File: config.mk
export PLATFORM = sky130hd
export DESIGN_NAME = cic_comb_sched
export DESIGN_NICKNAME = d
export VERILOG_FILES = /design/src/rtl/cic_pkg.sv /design/src/rtl/cic_rr_arb.sv /design/src/rtl/cic_comb_sched.sv
export SDC_FILE = /design/constraint.sdc
export NUM_CORES = 1
export LEC_CHECK = 0
export ABC_AREA = 0
export CAP_MARGIN = 20
export CORE_UTILIZATION = 50
export CTS_CLUSTER_SIZE = 30
export DETAILED_ROUTE_END_ITERATION = 8
export GPL_ROUTABILITY_DRIVEN = 0
export GPL_TIMING_DRIVEN = 1
export PLACE_DENSITY = 0.75
export SLEW_MARGIN = 20
export SYNTH_ARGS = -nofsm -noshare
export SYNTH_HDL_FRONTEND = slang
export SYNTH_SLANG_ARGS = --single-unit
File: constraint.sdc
create_clock -name clk -period 6.65 [get_ports clk]
set_input_delay 1.33 -clock clk [delete_from_list [all_inputs] [get_ports clk]]
set_output_delay 1.33 -clock clk [all_outputs]
set_load 0.1 [all_outputs]
File: src/rtl/cic_pkg.sv
// Shared defaults, FSM encoding and output-window helper for the time-shared CIC comb.
// Build option CIC_COMB_SAT_EN: saturate the output window instead of wrapping.
package cic_pkg;

  localparam int CIC_DW = 37;
  localparam int CIC_OW = 17;

  typedef enum logic [1:0] {
    IDLE = 2'd0,
    CALC = 2'd1,
    OUT  = 2'd2
  } state_t;

  // c is the sign-extended comb result; the caller keeps the low ow bits of the return value.
  function automatic logic signed [63:0] sat_trunc(input logic signed [63:0] c,
                                                   input int ow, input int osh);
    logic signed [63:0] w;
    logic signed [63:0] lim;
    w   = c >>> osh;
    lim = 64'sd1 <<< (ow - 1);
`ifdef CIC_COMB_SAT_EN
    if (w >= lim) w = lim - 64'sd1;
    else if (w < -lim) w = -lim;
`else
    w = w & ((lim <<< 1) - 64'sd1);
`endif
    return w;
  endfunction

endpackage

File: src/rtl/cic_rr_arb.sv
// Round-robin priority picker: first set request at or after i_ptr, searching upward with wrap at NCH-1.
module cic_rr_arb #(
  parameter int NCH = 4,
  parameter int CW  = $clog2(NCH)
) (
  input  logic [NCH-1:0] i_req,
  input  logic [CW-1:0]  i_ptr,
  output logic [NCH-1:0] o_gnt,
  output logic [CW-1:0]  o_idx,
  output logic           o_any
);

  always_comb begin
    logic [CW:0] w_pos;
    o_gnt = '0;
    o_idx = '0;
    o_any = 1'b0;
    w_pos = '0;
    for (int i = 0; i < NCH; i++) begin
      w_pos = {1'b0, i_ptr} + (CW+1)'(i);
      if (w_pos >= (CW+1)'(NCH)) w_pos = w_pos - (CW+1)'(NCH);
      if (!o_any && i_req[w_pos[CW-1:0]]) begin
        o_any                = 1'b1;
        o_gnt[w_pos[CW-1:0]] = 1'b1;
        o_idx                = w_pos[CW-1:0];
      end
    end
  end

endmodule

File: src/rtl/cic_comb_sched.sv
// Time-shared 3-stage CIC comb serving NCH channels round-robin through one subtractor chain.
// IDLE->CALC->OUT, at least 3 cycles per sample; CIC_COMB_SAT_EN saturates the output window.
module cic_comb_sched
  import cic_pkg::*;
#(
  parameter  int NCH = 4,
  parameter  int DW  = CIC_DW,
  parameter  int OW  = CIC_OW,
  parameter  int OSH = 0,
  localparam int CW  = $clog2(NCH)
) (
  input  logic                 clk,
  input  logic                 rst,
  input  logic [NCH-1:0]       req,
  input  logic [NCH*DW-1:0]    din,
  output logic [NCH-1:0]       gnt,
  output logic signed [OW-1:0] dout,
  output logic [CW-1:0]        dout_ch,
  output logic                 dout_vld,
  input  logic                 dout_rdy,
  output logic                 busy
);

  state_t r_state, w_next;

  logic [CW-1:0]        r_ptr, r_chr, r_dout_ch;
  logic signed [DW-1:0] r_xr;
  logic signed [DW-1:0] r_s1 [NCH];
  logic signed [DW-1:0] r_s2 [NCH];
  logic signed [DW-1:0] r_s3 [NCH];
  logic [NCH-1:0]       r_gnt;
  logic signed [OW-1:0] r_dout;
  logic                 r_dout_vld;

  logic [NCH-1:0]       w_arb_gnt;
  logic [CW-1:0]        w_arb_idx;
  logic                 w_arb_any;
  logic                 w_take, w_calc, w_ack;
  logic signed [DW-1:0] w_din_sel, w_c1, w_c2, w_c3;

  cic_rr_arb #(.NCH(NCH), .CW(CW)) u_arb (
    .i_req (req),
    .i_ptr (r_ptr),
    .o_gnt (w_arb_gnt),
    .o_idx (w_arb_idx),
    .o_any (w_arb_any)
  );

  always_ff @(posedge clk or negedge rst) begin
    if (!rst) r_state <= IDLE;
    else      r_state <= w_next;
  end

  always_comb begin
    w_next = r_state;
    case (r_state)
      IDLE:    if (w_arb_any) w_next = CALC;
      CALC:    w_next = OUT;
      OUT:     if (dout_rdy) w_next = IDLE;
      default: w_next = IDLE;
    endcase
  end

  always_comb begin
    w_take = (r_state == IDLE) && w_arb_any;
    w_calc = (r_state == CALC);
    w_ack  = (r_state == OUT) && dout_rdy;
    busy   = (r_state != IDLE);
  end

  assign w_din_sel = din[int'(w_arb_idx)*DW +: DW];
  // All three differences wrap mod 2^DW, matching the integrators upstream.
  assign w_c1 = r_xr - r_s1[r_chr];
  assign w_c2 = w_c1 - r_s2[r_chr];
  assign w_c3 = w_c2 - r_s3[r_chr];

  always_ff @(posedge clk or negedge rst) begin
    if (!rst) begin
      r_ptr      <= '0;
      r_chr      <= '0;
      r_xr       <= '0;
      r_gnt      <= '0;
      r_dout     <= '0;
      r_dout_ch  <= '0;
      r_dout_vld <= 1'b0;
      for (int i = 0; i < NCH; i++) begin
        r_s1[i] <= '0;
        r_s2[i] <= '0;
        r_s3[i] <= '0;
      end
    end else begin
      r_gnt <= '0;
      if (w_take) begin
        r_xr  <= w_din_sel;
        r_chr <= w_arb_idx;
        r_gnt <= w_arb_gnt;
        r_ptr <= (w_arb_idx == CW'(NCH-1)) ? '0 : w_arb_idx + 1'b1;
      end
      if (w_calc) begin
        r_s1[r_chr] <= r_xr;
        r_s2[r_chr] <= w_c1;
        r_s3[r_chr] <= w_c2;
        r_dout      <= OW'(sat_trunc(64'(w_c3), OW, OSH));
        r_dout_ch   <= r_chr;
        r_dout_vld  <= 1'b1;
      end
      if (w_ack) r_dout_vld <= 1'b0;
    end
  end

  assign gnt      = r_gnt;
  assign dout     = r_dout;
  assign dout_ch  = r_dout_ch;
  assign dout_vld = r_dout_vld;

endmodule
==> qor.yml <==
grt_max_degree: 93
finalSetupTns_ps: 0
cp_slowest_stage_delay_ps: 550
synthTopCellsByArea: "dfrtp_1 (46%), nand2_1 (10%), mux4_2 (8.4%), o21ai_0 (7.6%), ha_1 (5.1%)"
die_area_sq_um: 27940
syn-cell-area_sq_um: 13640
cts_hold_buf: 0
via_per_inst: 5.531
cp-start-kind: "register"
synth_top_area_share_pct: 46.06
finalSetupViolCount: 0
yosysTopAreaCell: "dfrtp_1"
netlist_instances: 1434
fin_skew_ps: 10.65
die_y_microns: 167.2
vias: 10350
async_flop_share_pct: 100.0
grt_pass1_wl_microns: 50110
place_inst: 1821
period_needed_ps: 6197
r2r_slack_ps: 450
crit_required_ps: 7050
cp-end-kind: "register"
insertion_delay_ps: 540
die_w_microns: 167.2
yosys.cell_count.top_type: "nand2_1"
grt_usage_pct: 21.48
io_pins: 180
status: "complete, no violations"
core_region_area_sq_um: 26880
clockBufferDepth: 3
drive_gt1_share_pct: 11.70
worst_path_dominant_cell_family: "compound AO/OA/AOI/OAI gates"
maxSlewViolCount: 0
synth_edf_count: 0
start_util_pct: 50.74
first_pass_iters: 5
period_share_pct: 93.19
final_core_util_pct: 59.61
synth-seq-area-share_pct: 46.06
yosysWarnings: 0
overflow: 0
rsz0062_at_grt: "no"
fmax_mhz: 161.4
finish.net_count: 1725
seqCellArea_sq_um: 6286
wl_per_cell_microns: 15.49
cp_max_fo: 16
clock-sinks: 251
worstSetupPathType: "reg -> reg"
multiInputGateArea_sq_um: 6771
tightest_slew_ps: 986.8
drtIter0Drc: 677
cp.buffers_inverters: 5
fin_cells: 1871
hold_viol: 0
drc_errors: 0
cts_buffers: 27
diodes: 0
cp_slowest_cell: "mux4_2"
cts_tree: "done"
maxSlewHeadroom_pct: 34.01
arrival_ps: 6600
syn_area_per_cell_sq_um: 9.511
synth-seq-cells: 251
dp_hpwl_microns: 19050
root_buffer: "clkbuf_16"
maxCapViolations: 0
antenna_found_initial: 0
port_buffers: 99
first_global_vias: 10480
syn2layout_area_growth_pct: 17.48
synth_common_cells: "nand2_1 (375), dfrtp_1 (251), o21ai_0 (208)"
synth_cell_types: 61
htree_num_levels: 1
worstHoldPathType: "reg -> reg"
syn-num-nets: 1648
wirelength_microns: 28990
fill_cells: 2287
postRouteAntennaNets: 0
clk_pin_slew_ps: 60
rows: 60
ys.flop_type: "dfrtp_1"
==> sequential cells by signal, summed over array words and instances, names as in the netlist <==
register / cells
r_s1: 68
r_s2: 68
r_s3: 68
dout: 17
r_xr: 17
gnt: 4
dout_ch: 2
r_chr: 2
r_ptr: 2
r_state: 2
dout_vld: 1
==> final cells by class <==
type	count	share of cell area (%)
multi-input combinational	1008	42.26
timing repair buffer	123	7.411
clock buffer	33	4.483
tap	341	2.663
clock inverter	15	1.601
sequential	251	39.23
inverter	100	2.343
==> timing repair <==
action                                  CTS  global route
gates resized for setup                   0             6
setup buffers                             0             1
endpoints found under the setup margin    0             2
==> per-stage QoR <==
| stage | hold slack [ps] | setup WS, ps | instance area, sq um |
|---|---|---|---|
| final | 473.0 | 452.7 | 16020 |
| after global routing | 497.3 | 0.1394 | 16020 |
| after CTS | 476.1 | 284.3 | 15970 |
| after detailed placement | 461.3 | 288.0 | 14990 |
| after global placement | 452.9 | 325.3 | 14990 |
| after floorplan | 440.6 | 46.64 | 13640 |
==> metal layers <==
layer / routed length (microns) / track usage [%] / vias up / share of wire, %
li1: - / - / 5038 / -
met1: 12980 / 29.01 / 4993 / 45
met2: 14170 / 36.80 / 271 / 49
met3: 1374 / 2.813 / 47 / 4.7
met4: 463 / 5.425 / 0 / 1.6
met5: 0 / 0 / - / 0
==> final timing paths <==
kind / depth (start not counted) / startpoint / endpoint
hold / removal: 2 / dout[7] / dout[7]
hold reg to reg: 2 / dout[7] / dout[7]
max in group asynchronous: 2 / rst / r_s1[4]
setup reg to reg: 26 / r_chr[0] / dout[16]
setup / recovery: 26 / r_chr[0] / dout[16]
min in group asynchronous: 1 / rst / dout[4]
==> worst min-delay path: cells and delay by family (launching register included) <==
| family | cells | cell delay, ps |
|---|---|---|
| AO/OA/AOI/OAI | 1 | 50 |
| AND/OR/NAND/NOR | 1 | 40 |
| flip-flops | 1 | 340 |
==> kinds of logic (layout without fill, tap and decap cells) <==
logic type               after synthesis  after routing  synth area share [%]
multiplexers                         106            106                 12.76
AO/OA/AOI/OAI                        307            307                 12.78
AND/OR/NAND/NOR                      492            492                 14.94
flip-flops                           251            251                 46.06
adder cells (fa/ha/maj)               59             59                 5.578
buffers and inverters                175            271                 4.853
XOR/XNOR                              44             44                 3.028
==> placed cells by master (no fill, tap or decap), types with 9 or more instances in the layout <==
master	instances
clkbuf_16	27
nand2_1	374
mux4_2	51
ha_1	56
o21ai_0	206
xnor2_1	20
clkdlybuf4s50_1	98
nor2_1	30
buf_4	21
dfrtp_1	249
xor2_1	19
inv_1	98
mux2_2	33
mux2i_1	22
a21oi_1	32
nand2b_1	17
nand3_1	22
nor3_1	9
Power is not shown: default switching activity piles up to over one toggle a cycle in this logic, so the estimate is an artifact.
